===== src/rtl/uart_pkg.sv =====
// Shared frame constants and FSM state encoding for the UART echo block.
// Both RX and TX walk the same four-phase frame.
package uart_pkg;

  localparam int DATA_BITS = 8;
  localparam int STOP_BITS = 1;

  typedef enum logic [1:0] {IDLE, START, DATA, STOP} uart_state_t;

  typedef struct packed {
    logic                 vld;
    logic [DATA_BITS-1:0] data;
  } rx_byte_t;

  // Bit-period counter width for a given half-bit length.
  function automatic int cnt_w(input int half);
    return $clog2(2 * half);
  endfunction

endpackage


===== src/rtl/uart_tx_core.sv =====
// 8N1 serialiser. txd is a register that trails the state by one cycle, so
// each accepted byte appears on the line one cycle after it is taken.
module uart_tx_core
  import uart_pkg::*;
#(
  parameter int CLK_PER_HALF_BIT = 85
) (
  input  logic                 clk,
  input  logic                 rst,
  input  logic [DATA_BITS-1:0] data,
  input  logic                 start,
  output logic                 busy,
  output logic                 txd
);

  localparam int BIT_CYC = 2 * CLK_PER_HALF_BIT;
  localparam int CW      = cnt_w(CLK_PER_HALF_BIT);
  localparam int BW      = $clog2(DATA_BITS);
  localparam logic [CW-1:0] BIT_LAST  = CW'(BIT_CYC - 1);
  localparam logic [CW-1:0] STOP_LAST = CW'(STOP_BITS * BIT_CYC - 1);
  localparam logic [BW-1:0] IDX_LAST  = BW'(DATA_BITS - 1);

  uart_state_t          state;
  logic [CW-1:0]        cnt;
  logic [BW-1:0]        idx;
  logic [DATA_BITS-1:0] shreg;
  logic                 stop_end;

  assign stop_end = (state == STOP) && (cnt == STOP_LAST);
  // Ready in IDLE and on the last stop cycle, so queued bytes follow with no gap.
  assign busy     = !((state == IDLE) || stop_end);

  always_ff @(posedge clk or posedge rst) begin
    if (rst) begin
      state <= IDLE;
      cnt   <= '0;
      idx   <= '0;
      shreg <= '0;
      txd   <= 1'b1;
    end else begin
      unique case (state)
        START:   txd <= 1'b0;
        DATA:    txd <= shreg[0];
        default: txd <= 1'b1;
      endcase

      unique case (state)
        IDLE: begin
          if (start) begin
            shreg <= data;
            cnt   <= '0;
            state <= START;
          end
        end
        START: begin
          if (cnt == BIT_LAST) begin
            cnt   <= '0;
            idx   <= '0;
            state <= DATA;
          end else begin
            cnt <= cnt + 1'b1;
          end
        end
        DATA: begin
          if (cnt == BIT_LAST) begin
            cnt   <= '0;
            shreg <= shreg >> 1;
            if (idx == IDX_LAST) state <= STOP;
            else                 idx   <= idx + 1'b1;
          end else begin
            cnt <= cnt + 1'b1;
          end
        end
        STOP: begin
          if (stop_end) begin
            cnt <= '0;
            if (start) begin
              shreg <= data;
              state <= START;
            end else begin
              state <= IDLE;
            end
          end else begin
            cnt <= cnt + 1'b1;
          end
        end
        default: state <= IDLE;
      endcase
    end
  end

endmodule


===== src/rtl/uart_echo_loopback.sv =====
// UART echo: synchronised 8N1 receiver feeding a 2-deep holding buffer that
// drains into uart_tx_core, giving a ~9.5-bit-delayed copy of rxd on txd.
module uart_echo_loopback
  import uart_pkg::*;
#(
  parameter int CLK_PER_HALF_BIT = 85
) (
  input  logic rxd,
  output logic txd,
  input  logic clk,
  input  logic rst
);

  localparam int BIT_CYC = 2 * CLK_PER_HALF_BIT;
  localparam int CW      = cnt_w(CLK_PER_HALF_BIT);
  localparam int BW      = $clog2(DATA_BITS);
  localparam logic [CW-1:0] HALF_LAST = CW'(CLK_PER_HALF_BIT - 1);
  localparam logic [CW-1:0] BIT_LAST  = CW'(BIT_CYC - 1);
  localparam logic [BW-1:0] IDX_LAST  = BW'(DATA_BITS - 1);

  // rxd_d holds the previous synchronised sample for falling-edge detection.
  logic [1:0] rxd_sync;
  logic       rxd_s, rxd_d;

  assign rxd_s = rxd_sync[1];

  always_ff @(posedge clk or posedge rst) begin
    if (rst) begin
      rxd_sync <= 2'b11;
      rxd_d    <= 1'b1;
    end else begin
      rxd_sync <= {rxd_sync[0], rxd};
      rxd_d    <= rxd_s;
    end
  end

  uart_state_t          rx_state;
  logic [CW-1:0]        rx_cnt;
  logic [BW-1:0]        rx_idx;
  logic [DATA_BITS-1:0] rx_shreg;
  rx_byte_t             rx_out;

  always_ff @(posedge clk or posedge rst) begin
    if (rst) begin
      rx_state <= IDLE;
      rx_cnt   <= '0;
      rx_idx   <= '0;
      rx_shreg <= '0;
      rx_out   <= '0;
    end else begin
      rx_out.vld <= 1'b0;
      unique case (rx_state)
        IDLE: begin
          if (!rxd_s && rxd_d) begin
            rx_cnt   <= '0;
            rx_state <= START;
          end
        end
        START: begin
          if (rx_cnt == HALF_LAST) begin
            rx_cnt   <= '0;
            rx_idx   <= '0;
            rx_state <= rxd_s ? IDLE : DATA;
          end else begin
            rx_cnt <= rx_cnt + 1'b1;
          end
        end
        DATA: begin
          if (rx_cnt == BIT_LAST) begin
            rx_cnt   <= '0;
            rx_shreg <= {rxd_s, rx_shreg[DATA_BITS-1:1]};
            if (rx_idx == IDX_LAST) rx_state <= STOP;
            else                    rx_idx   <= rx_idx + 1'b1;
          end else begin
            rx_cnt <= rx_cnt + 1'b1;
          end
        end
        STOP: begin
          // Back to IDLE at the stop centre so an immediate next start edge is seen.
          if (rx_cnt == BIT_LAST) begin
            rx_cnt   <= '0;
            rx_state <= IDLE;
            if (rxd_s) begin
              rx_out.vld  <= 1'b1;
              rx_out.data <= rx_shreg;
            end
          end else begin
            rx_cnt <= rx_cnt + 1'b1;
          end
        end
        default: rx_state <= IDLE;
      endcase
    end
  end

  logic [1:0][DATA_BITS-1:0] fifo_mem;
  logic                      wr_ptr, rd_ptr;
  logic [1:0]                fifo_cnt;
  logic                      overflow;
  logic                      fifo_full, fifo_empty, push, push_ok, pop;
  logic                      tx_busy;

  assign fifo_full  = (fifo_cnt == 2'd2);
  assign fifo_empty = (fifo_cnt == 2'd0);
  assign push       = rx_out.vld;
  assign pop        = !fifo_empty && !tx_busy;
  // A pop in the same cycle frees the slot, so a push into a full buffer still lands.
  assign push_ok    = push && (!fifo_full || pop);

  always_ff @(posedge clk) begin
    if (push_ok) fifo_mem[wr_ptr] <= rx_out.data;
  end

  always_ff @(posedge clk or posedge rst) begin
    if (rst) begin
      wr_ptr   <= 1'b0;
      rd_ptr   <= 1'b0;
      fifo_cnt <= 2'd0;
      overflow <= 1'b0;
    end else begin
      if (push_ok)         wr_ptr   <= ~wr_ptr;
      if (pop)             rd_ptr   <= ~rd_ptr;
      if (push && !push_ok) overflow <= 1'b1;
      unique case ({push_ok, pop})
        2'b10:   fifo_cnt <= fifo_cnt + 2'd1;
        2'b01:   fifo_cnt <= fifo_cnt - 2'd1;
        default: fifo_cnt <= fifo_cnt;
      endcase
    end
  end

  uart_tx_core #(
    .CLK_PER_HALF_BIT(CLK_PER_HALF_BIT)
  ) u_tx (
    .clk   (clk),
    .rst   (rst),
    .data  (fifo_mem[rd_ptr]),
    .start (!fifo_empty),
    .busy  (tx_busy),
    .txd   (txd)
  );

endmodule


===== config.mk =====
export PLATFORM = sky130hd
export DESIGN_NAME = uart_echo_loopback
export DESIGN_NICKNAME = d
export VERILOG_FILES = /design/src/rtl/uart_pkg.sv /design/src/rtl/uart_tx_core.sv /design/src/rtl/uart_echo_loopback.sv
export SDC_FILE = /design/constraint.sdc
export NUM_CORES = 1
export LEC_CHECK = 0
export ABC_AREA = 1
export ABC_CLOCK_PERIOD_IN_PS = 5700
export CELL_PAD_IN_SITES_DETAIL_PLACEMENT = 0
export CELL_PAD_IN_SITES_GLOBAL_PLACEMENT = 1
export CORE_MARGIN = 2
export CORE_UTILIZATION = 43
export CTS_BUF_LIST = sky130_fd_sc_hd__clkbuf_8 sky130_fd_sc_hd__clkbuf_16
export DETAILED_ROUTE_END_ITERATION = 8
export GPL_TIMING_DRIVEN = 0
export PLACE_DENSITY_LB_ADDON = 0.1
export SLEW_MARGIN = 30
export SYNTH_ARGS = -nofsm -noshare
export SYNTH_HDL_FRONTEND = slang
export SYNTH_SLANG_ARGS = --single-unit

===== constraint.sdc =====
create_clock -name clk -period 5.7 [get_ports clk]
set_input_delay 1.14 -clock clk [delete_from_list [all_inputs] [get_ports clk]]
set_output_delay 1.14 -clock clk [all_outputs]
set_load 0.005 [all_outputs]

==> impl_results.md <==
* Status: finished, final reports clean
* Cell at the slowest stage of the critical path: dfstp_2
* Via count at 2,399
* Post-synthesis cell area at 0.00351 mm2
* # hold bufs at CTS at 0
* Global-route wire length before repair at 11.0 mm
* Initial DRC Count at 134
* Clk Latency, worst-skew pair at 0.35 ns
* WP buf/inv at 1
* Share of layout cells above drive strength 1 at 0.109
* Flop2flop setup slack at 3.54 ns
* Clock-pin slew on the worst setup and hold paths at 0.08 ns
* Post-route ant nets at 0
* Vias in the first global route at 2,336
* Worst Path Max Fanout at 1
* GRT Overall Usage at 0.159
* Crit path DAT at 1.34 ns
* Int Power at 0.000829 W
* DR DRC count at 0
* Post-synth top cells: nand2_1, dfrtp_1, inv_1, o21ai_0
* Core box area at 0.00781 mm2
* Max-Cap Viols at 0
* CP Capture Type: output pin
* NetSw at 0.000345 W
* Yosys reg bits at 75
* Hold Violations, Final at 0
* Num CTS Buffers at 9
* Max-slew headroom at 0.588
* EDFF count, synth at 16
* RePlAce Congestion at 0.755
* Die X at 94.3 um
* PD cells at 302 mW/mm2
* CP Data Required Time at 4.56 ns
* Worst hold stages at 0
* Least-Margin Pin Slew at 0.616 ns
* Max H-tree Level at 3
* Clk pwr share at 0.352
* Initial antenna violation count at 0
* Net count reported at finish at 418
* Syn avg cell area at 9.11 um2
* PostCTS Resize Cnt at 0
* Final setup fails at 0
* Post-DP HPWL at 4.13 mm
* RSZ-0062 raised after global routing: no
* Maximum number of pins on one net before global-route repair at 46
* Family with the most delay on the worst path: flip-flops
* Worst setup margin at 3.22 ns
* Grt ovf at 0
* CP startpoint kind: register
* Synth Warn # at 0
* DR pass1 iterations at 6
* Cells along the critical path: clkdlybuf4s50_1
* Syn_nets at 403
* Starting Density at 0.449
* TritonCTS clock tree: done
* Most common cell in the netlist: nand2_1
* Die ar. at 0.00889 mm2
* Min Tclk post-route at 2.48 ns
* Part of the power in registers at 0.504
* Post-Place Worst Slack at 3.52 ns
* Clock net sink count at 75
* Crit Path Category: register to output pin
* Logic gate share of total power at 0.144
* Synth cell types at 30
* Area grow syn2layout at 11.0%
* Fin. max-slew vios at 0
* Hold Path Sink: rxd_sync[1]
* Cells after synthesis at 385
* Std-Cell Rows at 32
* Critical R2R Capture: fifo_mem[15]
* Die Y at 94.3 um
* CP max stage delay at 0.52 ns
* Max Root-Sink Buffers at 2
* Seq/Total Area, Yosys at 0.560
* Ys async rst share at 0.787
* Synth top area share at 0.393
* Setup bufs post-CTS at 0
* Antenna diode count at 0
* Fillers at 779
* Worst R2R Path Depth at 8
* Root Driver: clkbuf_8
* Total wire length at 5.97 mm
* Worst min-delay path startpoint: rxd_sync[0]
* Cell taking the most area after synthesis: dfrtp_1
* Net Sw Frac at 0.294
* Most used DFF post-synth: dfrtp_1
* PortBufs at 3
* Worst-case clock skew at 0.0125 ns
* Via/cell ratio at 4.73
* Period utilisation layout at 0.436
* Static leakage at 1.80 nW
* Setup TNS at 0 ns
* Reg2reg start: u_tx.cnt[1]
* Wire per inst at 11.8 um
* Synth top area cells: dfrtp_1, edfxtp_1, nand2_1
* Top Ports at 4
* Max Fclk at 402 MHz
* VDD IR max at 244 uV
* Hold WC Path Type: register to register
cells by family after synthesis:
logic type | count (synthesis) | synth area share
simple gates | 164 | 0.200
flops | 75 | 0.560
compound gates | 68 | 0.106
buf+inv | 57 | 0.0664
fa+ha+maj | 15 | 0.0535
xor+xnor | 6 | 0.0150
metal layers:
metal / vias to the layer above / track usage / routed length [um]
met3: 8 / 0.0409 / 159
met2: 22 / 0.245 / 2700
li1: 1280 / - / -
met1: 1089 / 0.216 / 3010
met5: - / 0 / 0
met4: 0 / 0.0616 / 102
sequential cells by signal, summed over array words and instances (netlist names), named ones only:
name,flops
fifo_cnt,2
fifo_mem,16
push,1
rd_ptr,1
rx_cnt,8
rx_idx,3
rx_out,8
rx_shreg,8
rx_state,1
rxd_d,1
rxd_sync,2
u_tx.cnt,8
u_tx.idx,3
u_tx.shreg,8
u_tx.state,2
u_tx.txd,1
wr_ptr,1
layout make-up:
cell class	count	area [um2]	area share
multi-input cells	253	1310	0.337
plain buffers	5	37.5	0.00965
well taps	102	128	0.0328
repair buffers	4	57.6	0.0148
clock inverters	7	73.8	0.0190
flip-flops and latches	75	1960	0.504
inverters	52	198	0.0508
clock buffers	9	124	0.0318
stage by stage:
step / area (um2) / power (W) / cells / utilization / hold WS (ns)
2_1_floorplan: 3510 / 0.000731 / 385 / - / 0.345
3_3_place_gp: 3660 / 0.000771 / 490 / 0.469 / 0.348
3_5_place_dp: 3690 / 0.000776 / 491 / 0.473 / 0.348
4_1_cts: 3890 / 0.00120 / 507 / 0.498 / 0.359
5_1_grt: 3890 / 0.00125 / 507 / 0.498 / 0.367
6_report: 3890 / 0.00117 / 507 / 0.498 / 0.358
how the worst max path moves through the flow:
| stage | from | to | slack [ns] | cells after the start |
|---|---|---|---|---|
| 2_1_floorplan | rst | async pin | 3.11 | 1 |
| 3_3_place_gp | rst | rx_shreg[3] | 1.92 | 2 |
| 3_5_place_dp | u_tx.cnt[1] | fifo_mem[10] | 3.52 | 8 |
| 4_1_cts | u_tx.txd | txd | 3.18 | 1 |
| 5_1_grt | u_tx.txd | txd | 3.16 | 1 |
| 6_report | u_tx.txd | txd | 3.22 | 1 |
power groups by stage:
| stage | Clock (W) | Combinational (W) | Sequential, W |
|---|---|---|---|
| final | 0.000413 | 0.000169 | 0.000592 |
| after global routing | 0.000453 | 0.000200 | 0.000596 |
| after CTS | 0.000432 | 0.000174 | 0.000593 |
| after detailed placement | 0 | 0.000173 | 0.000603 |
| after global placement | 0 | 0.000168 | 0.000603 |
| after floorplan | 0 | 0.000133 | 0.000598 |
placed cells by master, fill, tap and decap left out, drive strengths merged:
cell type	instances
ha	15
buf	5
clkdlybuf4s50	3
o22ai	11
nor3	2
nand2	110
dfrtp	55
nand3	22
o211ai	1
dfstp	4
clkbuf	10
o21ai	52
a21oi	4
nor2	27
xnor2	2
nand4	2
edfxtp	16
xor2	4
bufinv	1
inv	55
clkinv	3
or2	1
No activity file was read; power rests on OpenSTA's default activity.
